$ cat config.mk
export PLATFORM = sky130hd
export DESIGN_NAME = tomasulo_cdb_sch
export DESIGN_NICKNAME = d
export VERILOG_FILES = /design/src/rtl/tomasulo_cdb_sch.sv
export SDC_FILE = /design/constraint.sdc
export NUM_CORES = 1
export LEC_CHECK = 0
export BUFFER_PORTS_ARGS = -buffer_cell sky130_fd_sc_hd__buf_2
export CAP_MARGIN = 20
export CORE_UTILIZATION = 45
export CTS_CLUSTER_SIZE = 24
export DETAILED_ROUTE_END_ITERATION = 8
export GPL_TIMING_DRIVEN = 1
export HOLD_SLACK_MARGIN = 0.06
export PLACE_DENSITY = 0.72
export SLEW_MARGIN = 20
export SYNTH_ARGS = -nofsm -noshare
export SYNTH_HDL_FRONTEND = slang
export SYNTH_SLANG_ARGS = --single-unit
$ cat constraint.sdc
create_clock -name clk -period 3.65 [get_ports clk]
set_input_delay 0.5475 -clock clk [delete_from_list [all_inputs] [get_ports clk]]
set_output_delay 0.5475 -clock clk [all_outputs]
set_load 0.1 [all_outputs]
$ cat src/rtl/tomasulo_cdb_sch.sv
// rtl/tomasulo_cdb_sch.sv - round-robin CDB scheduler with write-back reservation vector
//
// Purpose:
//   Grants at most one reservation-station CDB request per cycle, round-robin,
//   and tracks future CDB write-back slots in a shift-register reservation
//   vector that is broadcast back to the stations.
//
// Ports:
//   clk      in   clock, rising edge
//   rst_n    in   synchronous active-low reset
//   req      in   [REQ_N]       per-station CDB request
//   req_lat  in   [REQ_N*LAT_W] execution latency of station i at [i*LAT_W +: LAT_W]
//   gnt      out  [REQ_N]       one-hot0 grant, combinational
//   sch_r    out  [SCH_N]       reservation vector; bit k = CDB reserved k cycles from now
//   cdb_vld  in   observed CDB valid (checker only)
//   err_r    out  sticky checker error
//
// Optional feature macro: TOMASULO_CDB_SCH_CHECK_EN (enables the cdb_vld/sch_r[0] checker)

module tomasulo_cdb_sch #(
  parameter int REQ_N = 4,
  parameter int SCH_N = 8,
  parameter int LAT_W = $clog2(SCH_N)
) (
  input  logic                     clk,
  input  logic                     rst_n,
  input  logic [REQ_N-1:0]         req,
  input  logic [REQ_N*LAT_W-1:0]   req_lat,
  output logic [REQ_N-1:0]         gnt,
  output logic [SCH_N-1:0]         sch_r,
  input  logic                     cdb_vld,
  output logic                     err_r
);

  localparam int PTR_W = (REQ_N > 1) ? $clog2(REQ_N) : 1;

  logic [SCH_N-1:0] sch_q, sch_d;
  logic [PTR_W-1:0] ptr_q, ptr_d;

  logic [LAT_W-1:0] lat [REQ_N];
  logic [REQ_N-1:0] elig;

  logic             found;
  logic [PTR_W-1:0] gidx;
  logic [LAT_W-1:0] lat_g;

  // Latency 0 is illegal; an already-reserved slot is masked even though
  // the stations gate on the same bit.
  for (genvar i = 0; i < REQ_N; i++) begin : g_elig
    assign lat[i]  = req_lat[i*LAT_W +: LAT_W];
    assign elig[i] = req[i] & (lat[i] != '0) & ~sch_q[lat[i]];
  end

  // Round-robin search starting one past the last granted index.
  always_comb begin
    found = 1'b0;
    gidx  = '0;
    for (int k = 1; k <= REQ_N; k++) begin
      automatic int idx = (int'(ptr_q) + k) % REQ_N;
      if (!found && elig[idx]) begin
        found = 1'b1;
        gidx  = PTR_W'(idx);
      end
    end
  end

  always_comb begin
    gnt = '0;
    if (found) begin
      gnt[gidx] = 1'b1;
    end
  end

  assign lat_g = lat[gidx];

  // A grant with latency L lands in sch_r[L-1] next cycle, i.e. sch_r[0]
  // exactly L cycles after the grant.
  always_comb begin
    sch_d = sch_q >> 1;
    ptr_d = ptr_q;
    if (found) begin
      sch_d = sch_d | (SCH_N'(1) << (lat_g - LAT_W'(1)));
      ptr_d = gidx;
    end
  end

  always_ff @(posedge clk) begin
    if (!rst_n) begin
      sch_q <= '0;
      ptr_q <= PTR_W'(REQ_N - 1);
    end else begin
      sch_q <= sch_d;
      ptr_q <= ptr_d;
    end
  end

  assign sch_r = sch_q;

`ifdef TOMASULO_CDB_SCH_CHECK_EN
  logic err_q, err_d;

  always_comb begin
    err_d = err_q | (cdb_vld != sch_q[0]);
  end

  always_ff @(posedge clk) begin
    if (!rst_n) begin
      err_q <= 1'b0;
    end else begin
      err_q <= err_d;
    end
  end

  always_ff @(posedge clk) begin
    if (rst_n) begin
      assert ($onehot0(gnt))
        else $error("tomasulo_cdb_sch: gnt not one-hot0: %b", gnt);
    end
  end

  assign err_r = err_q;
`else
  logic unused_cdb_vld;
  assign unused_cdb_vld = cdb_vld;
  assign err_r = 1'b0;
`endif

endmodule

Word level (Yosys, flattened, before mapping)
Index checks and enable logic that the tools add are counted.

Bits in registers: 10. Input port bits: 19. Output and inout bits: 13. Logic and storage cells: 89.

$add $sub $neg: 5. $lt $le $gt $ge: 11. Shift operators: 1. Multiplexer cells: 35. Bitwise gates (word level): 18. Reduce and logical (&&, ||, !) cells: 16.

Operator list (number): $lt 3x4->1 const B (8); $mux 1 (17); $bmux 1 s3 (4); $reduce_bool 3->1 (4); $and 1x1->1 (8); $bmux 1 s2 (4); $mux 2 (4); $or 7x8->8 (1); $reduce_or 2->1 (4); $shl 1x3->8 const A (1); $mux 7 (1); $bmux 3 s2 (1); $mux 3 (2); $add 2x1->2 const B (2); $add 2x2->2 const B (2); $and 1x1->1 const A (4); $logic_and 1x1->1 (4); $mux 4 (1); $not 1->1 (4); $ge 3x3->1 const B (1); $logic_not 1->1 (3); $lt 2x3->1 const B (1); $not 2->3 (1); $sub 3x1->3 const B (1); 3 further kinds (3).

Depth between registers and ports, before layout
Gate-level depths: netlist (run 1).

Word-level depth: 25. Gate-level depth with buffers: 11. Depth with buffers taken out: 10.

Worst setup path after synthesis (run 1)
Ideal clock, no wire load.

Path kind: register -> output. From: reg sch_q[5] (netlist: sch_r[5]). To: out gnt[0]. Arrival time: 3.699 ns. Required time: 3.102 ns. Path slack: -0.597 ns. Stages on the path, launching flop included: 7. Path buffers: 0. Cell sequence: dfxtp_1 -> mux2i_1 -> a211oi_1 -> nor3_2 -> o311ai_0 -> nand2_1 -> nor2_1.

Cells in the longest elaborated chain, start to end: 22. Elaborated cells on any way between the ends: 48. Those cells by class: 2 x order compare; 31 x mux; 8 x bitwise; 7 x reduce/logical.

RTL lines: from (decl) (line 37) `logic [SCH_N-1:0] sch_q, sch_d;`; from (signal assigned) (line 92) `sch_q <= sch_d;`; $bmux 1 s3 (line 51) `assign elig[i] = req[i] & (lat[i] != '0) & ~sch_q[lat[i]];`; $mux 1 (not written as such) (line 51); $not 1->1 (line 51); $and 1x1->1 (line 51); $bmux 1 s2 (line 60) `if (!found && elig[idx]) begin`; $mux 1 (not written as such) (2 in a row) (line 60); $mux 1 (line 60); $logic_not 1->1 (line 60); [5 not listed]; $logic_not 1->1 (line 60); $logic_and 1x1->1 (line 60); $mux 2 (line 60); $lt 2x3->1 (not written as such) or $ge 2x1->1 (tied branches) (line 70) `gnt[gidx] = 1'b1;`; $logic_and 1x1->1 (not written as such) (line 70); $mux 1 (not written as such) (line 70); $demux 1 s2 (line 70); $mux 4 * (line 69) `if (found) begin`; to (decl) (line 29) `output logic [REQ_N-1:0] gnt,`.

Mark *: on every way between the ends. The rest lies on a longest branch, timed or not. The select of a mux whose other input is x is not followed.

Worst setup path after layout (run 1)
From: in req_lat[9]. To: reg sch_q[2] (netlist: sch_r[2]).

Cells in the longest elaborated chain, start to end: 25. Elaborated cells on any way between the ends: 40. Those cells by class: 1 x add/sub; 1 x shift; 26 x mux; 5 x bitwise; 7 x reduce/logical.

RTL lines: from (decl) (line 28) `input logic [REQ_N*LAT_W-1:0] req_lat,`; $bmux 1 s3 (line 51); $mux 1 (not written as such) (line 51); $not 1->1 (line 51); $and 1x1->1 (line 51); $bmux 1 s2 (line 60); $mux 1 (not written as such) (2 in a row) (line 60); $mux 1 (line 60); $logic_not 1->1 (line 60); [7 not listed]; $mux 2 (line 60); $not 2->3 (not written as such) (line 74) `assign lat_g = lat[gidx];`; $bmux 3 s2 (line 74); $mux 3 (not written as such) (2 in a row) (line 74); $sub 3x1->3 (line 82) `sch_d = sch_d | (SCH_N'(1) << (lat_g - LAT_W'(1)));`; $shl 1x3->8 (line 82); $or 7x8->8 (line 82); $mux 7 * (line 81) `if (found) begin`.

Marks and branches as above. A chain may end at the register's enable or synchronous reset.

==> summary.md, run 1 <==
| Metric | Value |
|---|---|
| Post-CTS setup buffers | 0 |
| Worst Path Required | 3.80 ns |
| Fin nets | 149 |
| Most area-consuming cells after synthesis | dfxtp_1, mux2i_1, mux4_2 |
| EDFF count, synth | 0 |
| Core box area | 1760 µm² |
| Clock buffer depth | 2 |
| Max Clk Rate | 303 MHz |
| Area grow syn2layout | 30.6% |
| Clock skew | 0.00200 ns |
| Filler cells | 170 |
| Max-cap violation count | 0 |
| Most used cell along the critical path | mux2i_1 |
| Dpl hpwl | 1920 µm |
| First-pass GRT wire length | 3810 µm |
| Drt pass-1 iters | 4 |
| Fin util | 64.4% |
| Slew HR | 64.3% |
| Outcome | complete, no violations |
| Setup TNS | 0 ns |
| Worst path cell trace | buf_2 -> mux4_2 -> a21bo_1 -> o22ai_1 -> o311a_1 -> mux2i_1 -> mux2i_1 -> nor2_1 -> ha_1 -> nand2b_1 -> o41ai_1 |
| Leading area contributor after synthesis | dfxtp_1 |
| Critical Path End Type | flop |
| Latest clock arrival within the worst-skew pair | 0.26 ns |
| Final setup violation count | 0 |
| Synth warn | 0 |
| WL per Instance | 15.8 µm |
| Hold WC Path Type | flop to flop |
| Max H-tree Level | 1 |
| CTS Hold Bufs | 0 |
| Post-Layout Cell Count | 153 |
| Cell Rows | 15 |
| Slew @ Worst Pin | 0.533 ns |
| Leakage | 0.000519 µW |
| Die footprint | 2110 µm² |
| Total CTS buffers | 3 |
| Tcrit/Tclk final | 90.4% |
| Unrepaired setup endpoints after global routing | false |
| Flop and latch count out of synthesis | 10 |
| Setup slack after layout | 0.352 ns |
| Number of buffers added on ports | 29 |
| DP Worst Slack | 0.113 ns |
| Power density over the cells | 985 nW/µm² |
| Slew Viols, Final | 0 |
| Total GRT Usage | 25.1% |
| Die height | 46.0 µm |
| Antenna violations before repair | 0 |
| Sequential cell area fraction in the yosys report | 23.0% |
| Async set or reset register ratio after synthesis | 0% |
| Commonest register cell after synthesis | dfxtp_1 |
| # IOs | 32 |
| Critical Path AT | 3.45 ns |
| Worst-path clk slew | 0.06 ns |
| Worst ir drop on vdd | 674 µV |
| CTS tree | done |
| DRT iter0 DRCs | 28 |
| Worst Setup Path Type | primary input to flop |
| Critical path launch point type | primary input |
| Placed Cells | 149 |
| Grt ovf | 0 |
| Total Wirelength | 2420 µm |
| DRC violations left | 0 |
| Die Wd | 46.0 µm |
| Synthesized area per cell | 8.96 µm² |
| Initial Utilization | 49.3% |
| Synth Cell Area | 870 µm² |
| Vias in the first global route | 859 |
| Number of diodes | 0 |
| Post-route ant nets | 0 |
| Synth cell types | 42 |
| Final estimated routing congestion in global placement | 0.856 |
| Critical Path Fanout Max | 7 |
| Via/cell ratio | 5.96 |
| Clock Tree Root | clkbuf_4 |
| Post_cts resized | 0 |
| Sinks on Clock Net | 10 |
| Post-Synthesis Cells | 97 |
| Layout cells sized above 1 | 38.3% |
| Worst path max stage delay | 0.52 ns |
| Final hold vios | 0 |
| Synth Net Count | 117 |
| Synth top area share | 23.0% |
| Minimum clock period | 3.30 ns |
| Vias | 912 |
| Largest net degree at the start of global routing | 11 |
| CP max stage cell | mux4_2 |
## kinds of logic (layout without fill, tap and decap cells)
group	after synthesis	after routing	synth area share (%)
simple gates	36	36	21.3
buf+inv	8	39	5.18
mux	16	16	24.9
fa+ha+maj	1	1	1.44
flops	10	10	23.0
other cells	1	1	0.431
compound gates	25	25	23.7
## through the flow
step                      total power, µW  hold WS, ns  cell area [µm²]
after global routing                 1170        0.572             1140
final                                1120        0.543             1140
after global placement               1000        0.519             1100
after CTS                            1120        0.540             1140
after floorplan                       819        0.547              875
after detailed placement             1020        0.531             1100
## cells in the mapped netlist (2+ instances only)
cell type  count
a211oi_1       4
a21bo_1        2
and2_2         2
buf_4          2
dfxtp_1       10
inv_1          3
mux2i_1       10
mux4_2         4
nand2_1       12
nand2b_1       2
nor2_1         8
nor3b_1        3
o211ai_1       2
o31ai_1        2
o41ai_1        4
## layout by cell type, fill, tap and decap left out, types with 2 or more instances in the layout
| master | Yosys | final |
|---|---|---|
| buf_2 | 0 | 25 |
| o211ai_1 | 2 | 2 |
| o31ai_1 | 2 | 2 |
| a211oi_1 | 4 | 4 |
| mux4_2 | 4 | 4 |
| inv_1 | 3 | 3 |
| nor3b_1 | 3 | 3 |
| nand2b_1 | 2 | 2 |
| nand2_1 | 12 | 12 |
| nor2_1 | 8 | 6 |
| buf_4 | 2 | 3 |
| buf_12 | 0 | 4 |
| a21bo_1 | 2 | 2 |
| mux2i_1 | 10 | 10 |
| o41ai_1 | 4 | 4 |
| nor2_2 | 0 | 2 |
| clkbuf_4 | 0 | 3 |
| dfxtp_1 | 10 | 10 |
| and2_2 | 2 | 2 |
## layer usage
metal	vias to the layer above	wire (µm)	GRT usage [%]
li1	438	-	-
met5	-	0	0
met1	427	1040	33.6
met3	6	127	1.98
met2	41	1200	40.0
met4	0	57	12.9
## worst paths after layout
| path | start | to | slack, ns | cells past startpoint |
|---|---|---|---|---|
| worst max-delay path | req_lat[9] | sch_r[2] | 0.35 | 11 |
| worst min register to register | sch_r[7] | sch_r[6] | 0.54 | 2 |
| worst max register to register | sch_r[7] | sch_r[2] | 0.41 | 10 |
| worst min-delay path | sch_r[7] | sch_r[6] | 0.54 | 2 |
## final cells by class
type | count | area [µm²] | area share [%]
Multi-Input combinational cell | 79 | 629 | 55.4
Timing Repair Buffer | 32 | 228 | 20.0
Sequential cell | 10 | 200 | 17.6
Clock buffer | 4 | 36.3 | 3.19
Tap cell | 25 | 31.3 | 2.75
Inverter | 3 | 11.3 | 0.991
## report_power, final
part | internal (µW) | switching, µW | leakage, µW
Clock | 60.6 | 38.7 | 0.0000210
Sequential | 147 | 53.2 | 0.0000821
Combinational | 250 | 569 | 0.000416
## critical path: cells and delay by family
kind | cells | cell delay (ns)
AOI/OAI and AO/OA | 4 | 1.17
muxes | 3 | 1.02
adders and majority gates | 1 | 0.32
and+or+nand+nor | 2 | 0.26
buffers and inverters | 1 | 0.13
## state kept, by name, indices dropped and copies added, names as in the netlist
| register | flops |
|---|---|
| ptr_q | 2 |
| sch_r | 8 |
Power figures use the tool's default switching activity.
==> inputs of run 2 (changes only) <==
--- a/config.mk
+++ b/config.mk
@@ -5,7 +5,7 @@
 export SDC_FILE = /design/constraint.sdc
 export NUM_CORES = 1
 export LEC_CHECK = 0
-export BUFFER_PORTS_ARGS = -buffer_cell sky130_fd_sc_hd__buf_2
+export BUFFER_PORTS_ARGS = -buffer_cell sky130_fd_sc_hd__clkbuf_2
 export CAP_MARGIN = 20
 export CORE_UTILIZATION = 45
 export CTS_CLUSTER_SIZE = 24
==> run 2 against run 1 <==
  * Die area unchanged
  * Clock skew decreased by 0.0013 ns
  * Hold slack worse by 0.0063 ns
  * Flip-flop and latch count stayed put
  * Sequential power hardly changed
  * Power decreased by 0.40%
  * Clock power hardly changed
  * Combinational power fell by 0.6%
  * Largest power group unchanged
==> summary.md, run 2 (same netlist as run 1, synthesis figures left out) <==
| Metric | Value |
|---|---|
| Crit path depth | 11 (unchanged) |
| Critical path launch point type | primary input |
| Layout cells sized above 1 | 38.3% (unchanged) |
| Crit-path leading delay family | compound AO/OA/AOI/OAI gates |
| Die footprint | 2110 µm² (unchanged) |
| Post-route ant nets | 0 (unchanged) |
| Area grow syn2layout | 30.6% (unchanged) |
| Worst Path Required | 3.80 ns (about the same) |
| Tcrit/Tclk final | 90.7% (+0.33 points) |
| Hold WC Path Type | flop to flop |
| Clock buffer depth | 2 (unchanged) |
| Final hold vios | 0 (unchanged) |
| Critical Path End Type | flop |
| Grt ovf | 0 (unchanged) |
| Number of diodes | 0 (unchanged) |
| Vias | 906 (-0.66%) |
| Reg-to-reg endpoint | sch_r[0] |
| Number of flip-flops in the largest register | 8 (unchanged) |
| Hold WS | 0.536 ns (-0.00628 ns) |
| Critical R2R Launch | sch_r[7] |
| Sinks on Clock Net | 10 (unchanged) |
| Die Wd | 46.0 µm (unchanged) |
| Slew Viols, Final | 0 (unchanged) |
| M1 GR Usage | 32.3% (-1.3 points) |
| CTS Hold Bufs | 0 (unchanged) |
| Filler cells | 179 (+5.3%) |
| Drt pass-1 iters | 4 (unchanged) |
| Antenna violations before repair | 0 (unchanged) |
| Cell Rows | 15 (unchanged) |
| Most common cell after layout, fill and taps aside | clkbuf_2 |
| Final estimated routing congestion in global placement | 0.867 (+1.3%) |
| DRT iter0 DRCs | 28 (unchanged) |
| Minimum clock period | 3.31 ns (+0.0121 ns) |
| Slew @ Worst Pin | 0.545 ns (+0.0118 ns) |
| Core box area | 1760 µm² (unchanged) |
| Worst Setup EP | sch_r[0] |
| Worst path max stage delay | 0.53 ns (about the same) |
| Final setup violation count | 0 (unchanged) |
| Dpl hpwl | 1890 µm (-1.7%) |
| Worst Reg-to-Reg Cells | 10 (unchanged) |
| Most used cell along the critical path | nor2_1 |
| Initial Utilization | 49.3% (unchanged) |
| Post-CTS setup buffers | 0 (unchanged) |
| Post_cts resized | 0 (unchanged) |
| Leakage | 0.000516 µW (-0.43%) |
| Vias in the first global route | 835 (-2.8%) |
| Unrepaired setup endpoints after global routing | false |
| Crit path launch | req_lat[9] |
| R2R Setup Slk | 0.40 ns (about the same) |
| Max H-tree Level | 1 (unchanged) |
| Worst Setup Path Type | primary input to flop |
| Buffers & Inverters on Critical Path | 1 (unchanged) |
| Number of buffers added on ports | 29 (unchanged) |
| Max-cap violation count | 0 (unchanged) |
| DRC violations left | 0 (unchanged) |
| Worst path cell trace | clkbuf_2 -> mux4_2 -> a21bo_1 -> nor2_1 -> a221oi_2 -> o21ai_1 -> mux2i_1 -> nor2_1 -> ha_1 -> nand2b_1 -> o41ai_1 |
| Power density over the cells | 981 nW/µm² (-0.40%) |
| WL per Instance | 15.3 µm (-3.3%) |
| Total Wirelength | 2340 µm (-3.3%) |
| Worst-path clk slew | 0.07 ns (about the same) |
| Total CTS buffers | 3 (unchanged) |
| Clock Tree Root | clkbuf_4 |
| Total GRT Usage | 24.4% (-0.77 points) |
| Slew HR | 63.8% (-0.42 points) |
| Worst hold stages | 2 (unchanged) |
| CTS tree | done |
| Worst ir drop on vdd | 614 µV (-8.9%) |
| Critical Path Fanout Max | 6 (-1) |
| Setup slack after layout | 0.340 ns (-0.0121 ns) |
| Clock skew | 0.000711 ns (-0.00129 ns) |
| Largest net degree at the start of global routing | 11 (unchanged) |
| # IOs | 32 (unchanged) |
| Gr busiest metal | met2 |
| Via/cell ratio | 5.92 (-0.66%) |
| Max Clk Rate | 302 MHz (-0.37%) |
| DP Worst Slack | 0.126 ns (+0.0138 ns) |
| Outcome | complete, no violations |
| First-pass GRT wire length | 3690 µm (-3.1%) |
| Grt met2 use | 42.8% (+2.8 points) |
| Grt met3 use | 1.59% (-0.40 points) |
| Tot Pwr | 1110 µW (-0.40%) |
| CP max stage cell | mux4_2 |
| Latest clock arrival within the worst-skew pair | 0.26 ns (about the same) |
| Commonest cells after routing, fill and taps aside | clkbuf_2, nand2_1, mux2i_1, dfxtp_1, nor2_1 |
| Die height | 46.0 µm (unchanged) |
| Fin nets | 149 (unchanged) |
| Critical Path AT | 3.46 ns (about the same) |
run 2: cell types whose count changed in the layout (fill, tap and decap cells not counted):
cell      change
clkbuf_2     +25
buf_2        -25
run 2: routing by layer:
metal | vias to the layer above | wire length (µm)
met1 | 431 | 1080
met3 | 4 | 91
met4 | 0 | 12
met5 | - | 0
li1 | 441 | -
met2 | 30 | 1160
run 2: cell type report:
| type | instances | area [µm²] | share of cell area, % |
|---|---|---|---|
| Clock buffer | 4 | 36.3 | 3.19 |
| Inverter | 3 | 11.3 | 0.991 |
| Multi-Input combinational cell | 79 | 629 | 55.4 |
| Sequential cell | 10 | 200 | 17.6 |
| Tap cell | 25 | 31.3 | 2.75 |
| Timing Repair Buffer | 32 | 228 | 20.0 |
run 2: per-stage QoR:
step / util (%) / instance area [µm²] / cells / TNS (ns)
finish: 64.4 / 1140 / 153 / 0
global route: 64.4 / 1140 / 153 / 0
CTS: 64.4 / 1140 / 153 / 0
detailed placement: 62.3 / 1100 / 149 / 0
global placement: 62.3 / 1100 / 149 / 0
floorplan: - / 875 / 97 / -0.246
run 2: worst min-delay path by stage:
stage                     to     start  slack (ns)
CTS                 sch_r[1]  sch_r[2]        0.55
floorplan           ptr_q[1]  ptr_q[1]        0.55
global route        sch_r[5]  sch_r[6]        0.57
detailed placement  sch_r[1]  sch_r[2]        0.54
global placement    sch_r[5]  sch_r[6]        0.52
finish              sch_r[1]  sch_r[2]        0.54
run 2: report_power, final:
group / switching (µW) / internal (µW)
logic: 565 / 249
clock network: 39.5 / 60.5
registers: 52.7 / 147
run 2: worst reg2reg max path, delay by kind of cell (launching register included):
family	cells	cell delay (ns)
adders and majority gates	1	0.32
DFF	1	0.37
muxes	2	0.94
AOI/OAI and AO/OA	4	1.07
and+or+nand+nor	3	0.43
==> inputs of run 3 (changes only) <==
--- a/config.mk
+++ b/config.mk
@@ -6,8 +6,10 @@
 export NUM_CORES = 1
 export LEC_CHECK = 0
 export BUFFER_PORTS_ARGS = -buffer_cell sky130_fd_sc_hd__clkbuf_2
-export CAP_MARGIN = 20
+export CAP_MARGIN = 30
+export CORE_MARGIN = 2
 export CORE_UTILIZATION = 45
+export CTS_BUF_LIST = sky130_fd_sc_hd__clkbuf_4 sky130_fd_sc_hd__clkbuf_8 sky130_fd_sc_hd__clkbuf_16
 export CTS_CLUSTER_SIZE = 24
 export DETAILED_ROUTE_END_ITERATION = 8
 export GPL_TIMING_DRIVEN = 1
==> run 3 against run 2 <==
  * Combinational power up 1%
  * Routed wire length up 0.43%
  * Cell count up 0.65%
  * Worst setup slack worse by 0.052 ns
  * Die area up 8.9%
  * Power up 0.28%
  * Fmax down 1.6%
  * Sequential power about the same
  * Non-clock buffer count up 1
  * Flip-flop and latch count unchanged
==> summary.md, run 3 (same netlist as run 1, synthesis figures left out) <==
| Metric | Value |
|---|---|
| Outcome | complete, no violations |
| Die footprint | 2300 µm² (+8.9%) |
| Post_cts resized | 0 (unchanged) |
| Seq. cell area | 200 µm² (unchanged) |
| Slew @ Worst Pin | 0.702 ns (+0.157 ns) |
| Switching Share | 58.6% (-0.41 points) |
| Drt pass-1 iters | 4 (unchanged) |
| Reg-to-reg endpoint | sch_r[0] |
| CTS tree | done |
| Number of diodes | 0 (unchanged) |
| Critical R2R Launch | sch_r[7] |
| Worst Reg-to-Reg Cells | 10 (unchanged) |
| DRC violations left | 0 (unchanged) |
| Sequential share of power | 17.7% (-0.2 points) |
| Max Clk Rate | 297 MHz (-1.6%) |
| Max H-tree Level | 1 (unchanged) |
| Logic pwr share | 73.7% (+0.6 points) |
| Filler cells | 164 (-8.4%) |
| DRT met1 WL | 1050 µm (-2.1%) |
| Hold EP | sch_r[1] |
| Sinks on Clock Net | 10 (unchanged) |
| Vias | 895 (-1.2%) |
| CP max stage cell | o21ai_1 |
| Critical Path AT | 2.82 ns (-0.64 ns) |
| Total CTS buffers | 3 (unchanged) |
| Clock Tree Root | clkbuf_4 |
| Worst hold stages | 2 (unchanged) |
| Met3 wire len | 109 µm (+20%) |
| Dpl hpwl | 1880 µm (-0.60%) |
| Final setup violation count | 0 (unchanged) |
| Antenna violations before repair | 0 (unchanged) |
| Worst ir drop on vdd | 704 µV (+15%) |
| Post-route ant nets | 0 (unchanged) |
| Final hold vios | 0 (unchanged) |
| Die Wd | 48.0 µm (+4.4%) |
| Grt ovf | 0 (unchanged) |
| Critical Path End Type | output pin |
| Most common cell after layout, fill and taps aside | clkbuf_2 |
| Cell Rows | 15 (unchanged) |
| Worst Setup Path Type | primary input to output pin |
| Number of buffers added on ports | 29 (unchanged) |
| Setup slack after layout | 0.287 ns (-0.0522 ns) |
| Commonest cells after routing, fill and taps aside | clkbuf_2, nand2_1, mux2i_1, dfxtp_1, nor2_1 |
| Sw Pwr | 655 µW (-0.41%) |
| Latest clock arrival within the worst-skew pair | 0.26 ns (about the same) |
| Leakage | 0.000521 µW (+0.94%) |
| Max-cap violation count | 0 (unchanged) |
| Number of flip-flops in the largest register | 8 (unchanged) |
| Layout cells sized above 1 | 38.8% (+0.48 points) |
| Core box area | 1760 µm² (unchanged) |
| WL per Instance | 15.3 µm (-0.22%) |
| Hold WC Path Type | flop to flop |
| Die height | 48.0 µm (+4.4%) |
| Area grow syn2layout | 31.5% |
| Vias in the first global route | 882 (+5.6%) |
| Hold WS | 0.527 ns (-0.00960 ns) |
| Hold_sp | sch_r[2] |
| Slew Viols, Final | 0 (unchanged) |
| Tcrit/Tclk final | 92.1% (+1.4 points) |
| Initial Utilization | 49.3% (unchanged) |
| Worst-path clk slew | 0.06 ns (about the same) |
| Slew HR | 52.6% (-11 points) |
| Via/cell ratio | 5.81 (-1.9%) |
| Total Wirelength | 2350 µm (+0.43%) |
| Unrepaired setup endpoints after global routing | false |
| Post-CTS setup buffers | 0 (unchanged) |
| Worst path max stage delay | 0.52 ns (about the same) |
| Critical path launch point type | primary input |
| Final estimated routing congestion in global placement | 0.903 (+4.2%) |
| DP Worst Slack | 0.175 ns (+0.0487 ns) |
| First-pass GRT wire length | 3820 µm (+3.4%) |
| Largest net degree at the start of global routing | 11 (unchanged) |
| DR top layer | met4 |
| Area occupied by multi-input gates | 629 µm² (unchanged) |
| CTS Hold Bufs | 0 (unchanged) |
| Worst path cell trace | clkbuf_2 -> mux4_2 -> a21bo_1 -> nor2_1 -> a221oi_2 -> o21ai_1 -> buf_4 -> and2_2 -> buf_12 |
| # IOs | 32 (unchanged) |
| Int Power | 462 µW (+1.3%) |
| Clock power frac | 8.6% (-0.4 points) |
| WL met2 | 1180 µm (+1.5%) |
| Clock buffer depth | 2 (unchanged) |
| Clock skew | 0.00224 ns (+0.00153 ns) |
| Power density over the cells | 977 nW/µm² (-0.38%) |
| R2R Setup Slk | 0.49 ns (+0.09 ns) |
| DRT iter0 DRCs | 27 (-3.6%) |
| Critical Path Fanout Max | 7 (+1) |
| Minimum clock period | 3.36 ns (+0.0522 ns) |
| Fin nets | 150 (+0.67%) |
| Worst Path Required | 3.10 ns (-0.70 ns) |
| Total GRT Usage | 23.8% (-0.59 points) |
[run 3: cell count changes in the layout (fill, tap and decap cells not counted), sizes merged]
cell and delta:
buf +1
[run 3: critical path: cells and delay by family]
kind	cells	cell delay (ns)
mux	1	0.51
buf+inv	3	0.56
simple gates	2	0.34
compound gates	3	0.86
[run 3: area by class of cell]
class | count | area share [%]
Timing Repair Buffer | 33 | 20.6
Inverter | 3 | 0.985
Multi-Input combinational cell | 79 | 55.0
Sequential cell | 10 | 17.5
Tap cell | 25 | 2.74
Clock buffer | 4 | 3.17
[run 3: worst max-delay path by stage]
| stage | from | end | slack [ns] | depth (start not counted) |
|---|---|---|---|---|
| CTS | req_lat[9] | gnt[1] | 0.28 | 9 |
| finish | req_lat[9] | gnt[1] | 0.29 | 9 |
| global placement | req_lat[0] | sch_r[0] | 0.22 | 11 |
| detailed placement | req_lat[9] | sch_r[0] | 0.18 | 11 |
| floorplan | sch_r[5] | gnt[0] | -0.25 | 6 |
| global route | req_lat[9] | gnt[1] | 0.18 | 9 |
[run 3: power groups by stage]
| stage | registers (µW) | logic (µW) | clock network [µW] |
|---|---|---|---|
| final | 198 | 823 | 96.2 |
| after floorplan | 411 | 409 | 0 |
| after CTS | 198 | 823 | 100 |
| after global placement | 200 | 809 | 0 |
| after global routing | 205 | 867 | 105 |
| after detailed placement | 200 | 819 | 0 |
[run 3: routing by layer]
layer | vias to the layer above | track usage, %
met5 | - | 0
met2 | 35 | 41.9
li1 | 442 | -
met3 | 2 | 2.64
met1 | 416 | 28.7
met4 | 0 | 10.8
[run 3: through the flow]
step / std cells / util [%] / cell area [µm²] / setup TNS (ns) / power [µW]
floorplan: 97 / - / 875 / -0.246 / 819
global placement: 150 / 62.8 / 1110 / 0 / 1010
detailed placement: 150 / 62.8 / 1110 / 0 / 1020
CTS: 154 / 64.8 / 1140 / 0 / 1120
global route: 154 / 64.8 / 1140 / 0 / 1180
finish: 154 / 64.8 / 1140 / 0 / 1120
